<file path="config.mk">
export PLATFORM = sky130hd
export DESIGN_NAME = csa_resolve
export DESIGN_NICKNAME = d
export VERILOG_FILES = /design/src/rtl/csa_resolve.sv
export SDC_FILE = /design/constraint.sdc
export NUM_CORES = 1
export LEC_CHECK = 0
export CELL_PAD_IN_SITES_DETAIL_PLACEMENT = 1
export CELL_PAD_IN_SITES_GLOBAL_PLACEMENT = 1
export CORE_AREA = 3 3 67 69
export DETAILED_ROUTE_END_ITERATION = 6
export DIE_AREA = 0 0 70 72
export HOLD_SLACK_MARGIN = 0.08
export PLACE_DENSITY_LB_ADDON = 0.1
export SYNTH_ARGS = -nofsm -noshare
export SYNTH_HDL_FRONTEND = slang
export SYNTH_SLANG_ARGS = --single-unit
</file>
<file path="constraint.sdc">
create_clock -name clk -period 2.36 [get_ports clk]
set_input_delay 0.354 -clock clk [delete_from_list [all_inputs] [get_ports clk]]
set_output_delay 0.354 -clock clk [all_outputs]
set_load 0.05 [all_outputs]
</file>
<file path="src/rtl/csa_resolve.sv">
// csa_resolve: resolves a carry-save pair into binary, SEG bits per clock.
// Define CSA_RESOLVE_SAT_EN for a saturating sum on carry-out.
module csa_resolve #(
   parameter int MAX = 7,
   parameter int SEG = 4
) (
   input  logic           clk,
   input  logic           rst_n,
   input  logic [MAX-1:0] pv_s,
   input  logic [MAX-1:0] pv_c,
   input  logic           in_valid,
   output logic           in_ready,
   output logic [MAX-1:0] sum,
   output logic           cout,
   output logic           out_valid,
   input  logic           out_ready
);
   localparam int NSEG    = (MAX + SEG - 1) / SEG;
   localparam int LAST_LO = (NSEG - 1) * SEG;
   localparam int LAST_W  = MAX - LAST_LO;
   localparam int SW      = SEG + 1;
   localparam int IW      = (NSEG > 1) ? $clog2(NSEG) : 1;
   localparam logic [IW-1:0] LAST_IDX = IW'(NSEG - 1);

   localparam logic [1:0] IDLE = 2'd0;
   localparam logic [1:0] CALC = 2'd1;
   localparam logic [1:0] DONE = 2'd2;

   logic [1:0]     state_reg;
   logic [MAX-1:0] s_reg;
   logic [MAX-1:0] c_reg;
   logic [MAX-1:0] sum_reg;
   logic [IW-1:0]  idx_reg;
   logic           carry_reg;
   logic           cout_reg;
   logic           out_valid_reg;

   logic [SEG-1:0] s_seg [NSEG];
   logic [SEG-1:0] c_seg [NSEG];
   logic [MAX-1:0] sum_calc;
   logic [SW-1:0]  seg_res;

   // The short top segment is zero-padded, so its carry-out of bit MAX-1
   // lands at seg_res[LAST_W] rather than at seg_res[SEG].
   for (genvar gi = 0; gi < NSEG; gi++) begin : g_seg
      if (gi < NSEG - 1) begin : g_full
         assign s_seg[gi] = s_reg[gi*SEG +: SEG];
         assign c_seg[gi] = c_reg[gi*SEG +: SEG];
         assign sum_calc[gi*SEG +: SEG] = (idx_reg == IW'(gi)) ?
                                          seg_res[SEG-1:0] : sum_reg[gi*SEG +: SEG];
      end else begin : g_last
         assign s_seg[gi] = SEG'(s_reg[MAX-1:LAST_LO]);
         assign c_seg[gi] = SEG'(c_reg[MAX-1:LAST_LO]);
         assign sum_calc[MAX-1:LAST_LO] = (idx_reg == LAST_IDX) ?
                                          seg_res[LAST_W-1:0] : sum_reg[MAX-1:LAST_LO];
      end
   end

   always_comb begin
      seg_res = {1'b0, s_seg[idx_reg]} + {1'b0, c_seg[idx_reg]} + SW'(carry_reg);
   end

   always_ff @(posedge clk) begin
      if (!rst_n) begin
         state_reg     <= IDLE;
         s_reg         <= '0;
         c_reg         <= '0;
         sum_reg       <= '0;
         idx_reg       <= '0;
         carry_reg     <= 1'b0;
         cout_reg      <= 1'b0;
         out_valid_reg <= 1'b0;
      end else begin
         case (state_reg)
            IDLE: begin
               if (in_valid) begin
                  s_reg     <= pv_s;
                  c_reg     <= pv_c;
                  carry_reg <= 1'b0;
                  idx_reg   <= '0;
                  state_reg <= CALC;
               end
            end
            CALC: begin
               sum_reg   <= sum_calc;
               carry_reg <= seg_res[SEG];
               idx_reg   <= idx_reg + 1'b1;
               if (idx_reg == LAST_IDX) begin
                  cout_reg      <= seg_res[LAST_W];
                  idx_reg       <= '0;
                  out_valid_reg <= 1'b1;
                  state_reg     <= DONE;
`ifdef CSA_RESOLVE_SAT_EN
                  if (seg_res[LAST_W]) begin
                     sum_reg <= '1;
                  end
`endif
               end
            end
            DONE: begin
               if (out_ready) begin
                  out_valid_reg <= 1'b0;
                  state_reg     <= IDLE;
               end
            end
            default: begin
               out_valid_reg <= 1'b0;
               state_reg     <= IDLE;
            end
         endcase
      end
   end

   assign in_ready  = (state_reg == IDLE);
   assign sum       = sum_reg;
   assign cout      = cout_reg;
   assign out_valid = out_valid_reg;

endmodule
</file>
Word level (Yosys, flattened, before mapping)
Cells that the tools add are included. W data, S select, Z words.

Bits in registers: 27. Output and inout port bits: 10. Logic and storage cells: 46.

Add/sub/neg operators: 3. $lt $le $gt $ge: 1. Equal/unequal tests: 5. Multiplexer cells: 17. Bitwise operators: 3. Reductions and logical operators: 8.

Operator list (count): $mux W4 (6); $reduce_and A2 Y1 (4); $mux W2 (3); $ne A2 B2 Y1 const B (3); $pmux W2 S3 (1); $reduce_and A3 Y1 (2); $add A4 B4 Y5 (1); $add A5 B1 Y5 (1); $mux W1 (4); $pmux W1 S2 (2); $pmux W1 S3 (1); $eq A2 B1 Y1 const B (1); $eq A2 B2 Y1 const B (1); $ge A2 B2 Y1 const B (1); $logic_not A2 Y1 (1); $not A1 Y1 (2); $not A1 Y2 (1); $reduce_bool A2 Y1 (1); $add A1 B1 Y1 const B (1).

Longest topological paths before layout
Depth after elaboration: 7. Mapped depth: 7. Gate-level depth less buffers: 6.

Worst setup path after synthesis
Ideal clock, no wire load.

Kind: register -> register. From: register idx_reg. To: register carry_reg. Library setup time: 0.122 ns. Data arrival time: 2.239 ns. Data required time: 2.238 ns. Slack: 0.000 ns. Stages on the path, launching flop included: 8. Period minus slack after synthesis: 2.360 ns. Path through: dfxtp_1 > buf_2 > mux2_2 > fa_1 > fa_1 > a21oi_1 > nor2b_1 > o311a_1.

Cells in the longest elaborated chain, start to end: 7.

RTL lines: from (decl) (RTL line 33) `logic [IW-1:0] idx_reg;`; from (signal assigned) (RTL line 87) `idx_reg <= idx_reg + 1'b1;`; $not A1 Y2 (implied by the code) (*) (RTL line 60) `seg_res = {1'b0, s_seg[idx_reg]} + {1'b0, c_seg[idx_reg]} + SW'(carry_reg);`; $mux W4 (implied by the code) (3 in a row) (RTL line 60); $add A4 B4 Y5 (*) (RTL line 60); $add A5 B1 Y5 (*) (RTL line 60); $pmux W1 S2 (*) (RTL line 74) `case (state_reg)`; to (signal assigned) (RTL line 86) `carry_reg <= seg_res[SEG];`; to (decl) (RTL line 34) `logic carry_reg;`.

Mark *: on every way between the ends. The rest lies on a longest branch, timed or not. The select of a mux whose other input is x is not followed. A chain may end at the register's enable or synchronous reset.

Final worst setup path
Same ends and word-level chain as after synthesis.

==> results.tsv <==
metric	value	unit
syn_avg_cell_area	9.155	µm²
hpwl	2366	µm
worstHoldStart	sum[4]$_SDFFE_PN0P_	
crit_arrival	2450	ps
whs	465.4	ps
cts.sinks	27	
drc_errors	0	
track_usage	0.1213	
via_per_inst	4.903	
ys_warn_count	0	
timing.rr.end	carry_reg$_SDFFE_PN0P_	
clkLatencyLatePin	270	ps
cts.path.max_buffers	2	
dr.pass1.iters	4	
power_switching	0.0002840	W
seqPwrFrac	0.510	
tightest_slew	521.0	ps
synth_edf_count	0	
holdPathStages	2	
grt_pass1_vias	1109	
synth_seq_cells	27	
h-tree-depth	1	
synth_cells	142	
end_kind	flop	
crit_slowest_cell	fa_1	
drive_gt1_frac	0.1078	
worstRegToRegCells	6	
worstSetupPathType	flop to flop	
yosys-top-cells-area	dfxtp_1 (42%), nand2_1 (10%), a21boi_0 (9.8%)	
fin_crit	2286	ps
yosysMostFrequentCell	nand2_1	
path_cells	mux2_2 -> fa_1 -> fa_1 -> a21oi_1 -> nor2b_1 -> o311a_1	
switching_share	0.2870	
core	3971	µm²
final-hold-violation-count	0	
max_stage_delay	480	ps
setup_violations	0	
gp_congestion	0.7346	
cp_max_fo	4	
skew	5.769	ps
r2r_start	idx_reg$_SDFFE_PN0P_	
dieHeight	72	µm
io_pins	28	
synth_top_cell_area_share	0.4158	
nets	191	
die_w	70	µm
start_util	0.3273	
fin_tns_setup	0	ps
synth.yosys.seq_area_share	0.4158	
ir_drop	0.1902	mV
crit_top_cell	fa_1	
io_buffers	27	
vias	1064	
async_flop_share	0	
synthTopCellsByCount	nand2_1 (36), dfxtp_1 (27), a21boi_0 (17)	
cap_violations	0	
fp.dieArea	5040	µm²
critPathRequiredTime	2520	ps
regToRegSetupSlack	70	ps
yosysTopAreaCell	dfxtp_1	
area_growth	27.72	%
synth_cell_types	31	
grt_max_degree	16	
grt_pass1_wl	4885	µm
rsz0062_at_grt	false	
hold_path.class	flop to flop	
cts_setup_buffers	0	
synth_area	1300	µm²
gr-total-overflow	0	
cts_root_buf	clkbuf_8	
post-route-period-util	0.9686	
clk_pin_slew_worst_paths	90	ps
leakage	0.6804	nW
routed_wl	3003	µm
row_count	23	
antenna_left	0	
max_slew_margin	0.6527	
cts_tree	yes	
synthFlopType	dfxtp_1	
max_clock_freq	437.4	MHz
power_density	596.0	nW/µm²
status	finished, final reports clean	
startpoint_type	flop	
diodes	0	
antenna_found_initial	0	
cts_made_buffers	3	
drv_slew	0	
syn_nets	165	
routedWlPerCell	13.84	µm
hold-path-endpoint	sum[4]$_SDFFE_PN0P_	
ctsHoldBuffers	0	
cts_resized	0	
crit_start	idx_reg$_SDFFE_PN0P_	
p_comb_frac	0.225	
intPower	0.0007055	W
first_iter_violations	16	
clkPwrFrac	0.265	
cells in the final DEF (no fill, tap or decap), types with 3 or more instances in the layout:
master	synthesis	final
clkdlybuf4s50_1	0	27
a21oi_1	3	3
clkbuf_8	0	3
mux2_2	6	6
nor2_1	3	3
dfxtp_1	27	27
a21boi_0	17	17
buf_4	0	5
nor2b_1	7	7
ha_1	3	3
nand2_1	36	36
logic make-up (layout without fill, tap and decap cells):
group / count (synthesis) / after routing / synth area share
AO/OA/AOI/OAI: 33 / 33 / 0.1973
XOR/XNOR: 1 / 1 / 0.006738
AND/OR/NAND/NOR: 56 / 56 / 0.2069
flip-flops: 27 / 27 / 0.4158
adder cells (fa/ha/maj): 5 / 5 / 0.05968
multiplexers: 8 / 8 / 0.06737
buffers and inverters: 12 / 37 / 0.04619
metrics by stage:
| stage | area (µm²) | worst slack (ps) | instances | util | power, W |
|---|---|---|---|---|---|
| 2_1_floorplan | 1303 | 41.77 | 142 | - | 0.0006599 |
| 3_3_place_gp | 1614 | 146.3 | 213 | 0.4064 | 0.0007350 |
| 3_5_place_dp | 1614 | 83.85 | 213 | 0.4064 | 0.0007408 |
| 4_1_cts | 1660 | 56.10 | 217 | 0.4181 | 0.001011 |
| 5_1_grt | 1660 | 6.309 | 217 | 0.4181 | 0.001045 |
| 6_report | 1660 | 74.02 | 217 | 0.4181 | 0.0009895 |
layout make-up:
type | count | area (µm²)
flip-flops and latches | 27 | 540.5
inverters | 1 | 3.754
multi-input cells | 103 | 699.4
fillers | 472 | 2311
repair buffers | 32 | 307.8
clock buffers | 3 | 41.29
well taps | 50 | 62.56
clock inverters | 1 | 5.005
power by group through the flow:
stage | Clock [W] | Combinational (W) | Sequential, W
finish | 0.000262 | 0.000223 | 0.000504
global route | 0.000294 | 0.000243 | 0.000509
CTS | 0.000279 | 0.000227 | 0.000505
detailed placement | 0 | 0.000225 | 0.000516
global placement | 0 | 0.000221 | 0.000514
floorplan | 0 | 0.000126 | 0.000534
metal layers:
layer  GRT usage  wire length, µm  part of all wire  up-vias
met4     0.05957               55             0.018        0
met3     0.02632              134             0.045        6
met2      0.2256             1545              0.51       24
li1            -                -                 -      532
met5           0                0                 0        -
met1      0.1299             1268              0.42      502
how the worst max path moves through the flow:
stage          depth (start not counted)  slack [ps]                     end
6_report                               6          70  carry_reg$_SDFFE_PN0P_
4_1_cts                                6          60  carry_reg$_SDFFE_PN0P_
3_3_place_gp                           6         150  carry_reg$_SDFFE_PN0P_
5_1_grt                                6           6  carry_reg$_SDFFE_PN0P_
2_1_floorplan                          7          40  carry_reg$_SDFFE_PN0P_
3_5_place_dp                           6          80  carry_reg$_SDFFE_PN0P_
worst max-delay path, delay by kind of cell, from the launching register on:
family,cells,cell delay [ps]
multiplexers,1,370
AND/OR/NAND/NOR,1,60
flip-flops,1,400
AO/OA/AOI/OAI,2,430
adder cells (fa/ha/maj),2,930
Note: power is estimated with default switching activity, not from simulation.
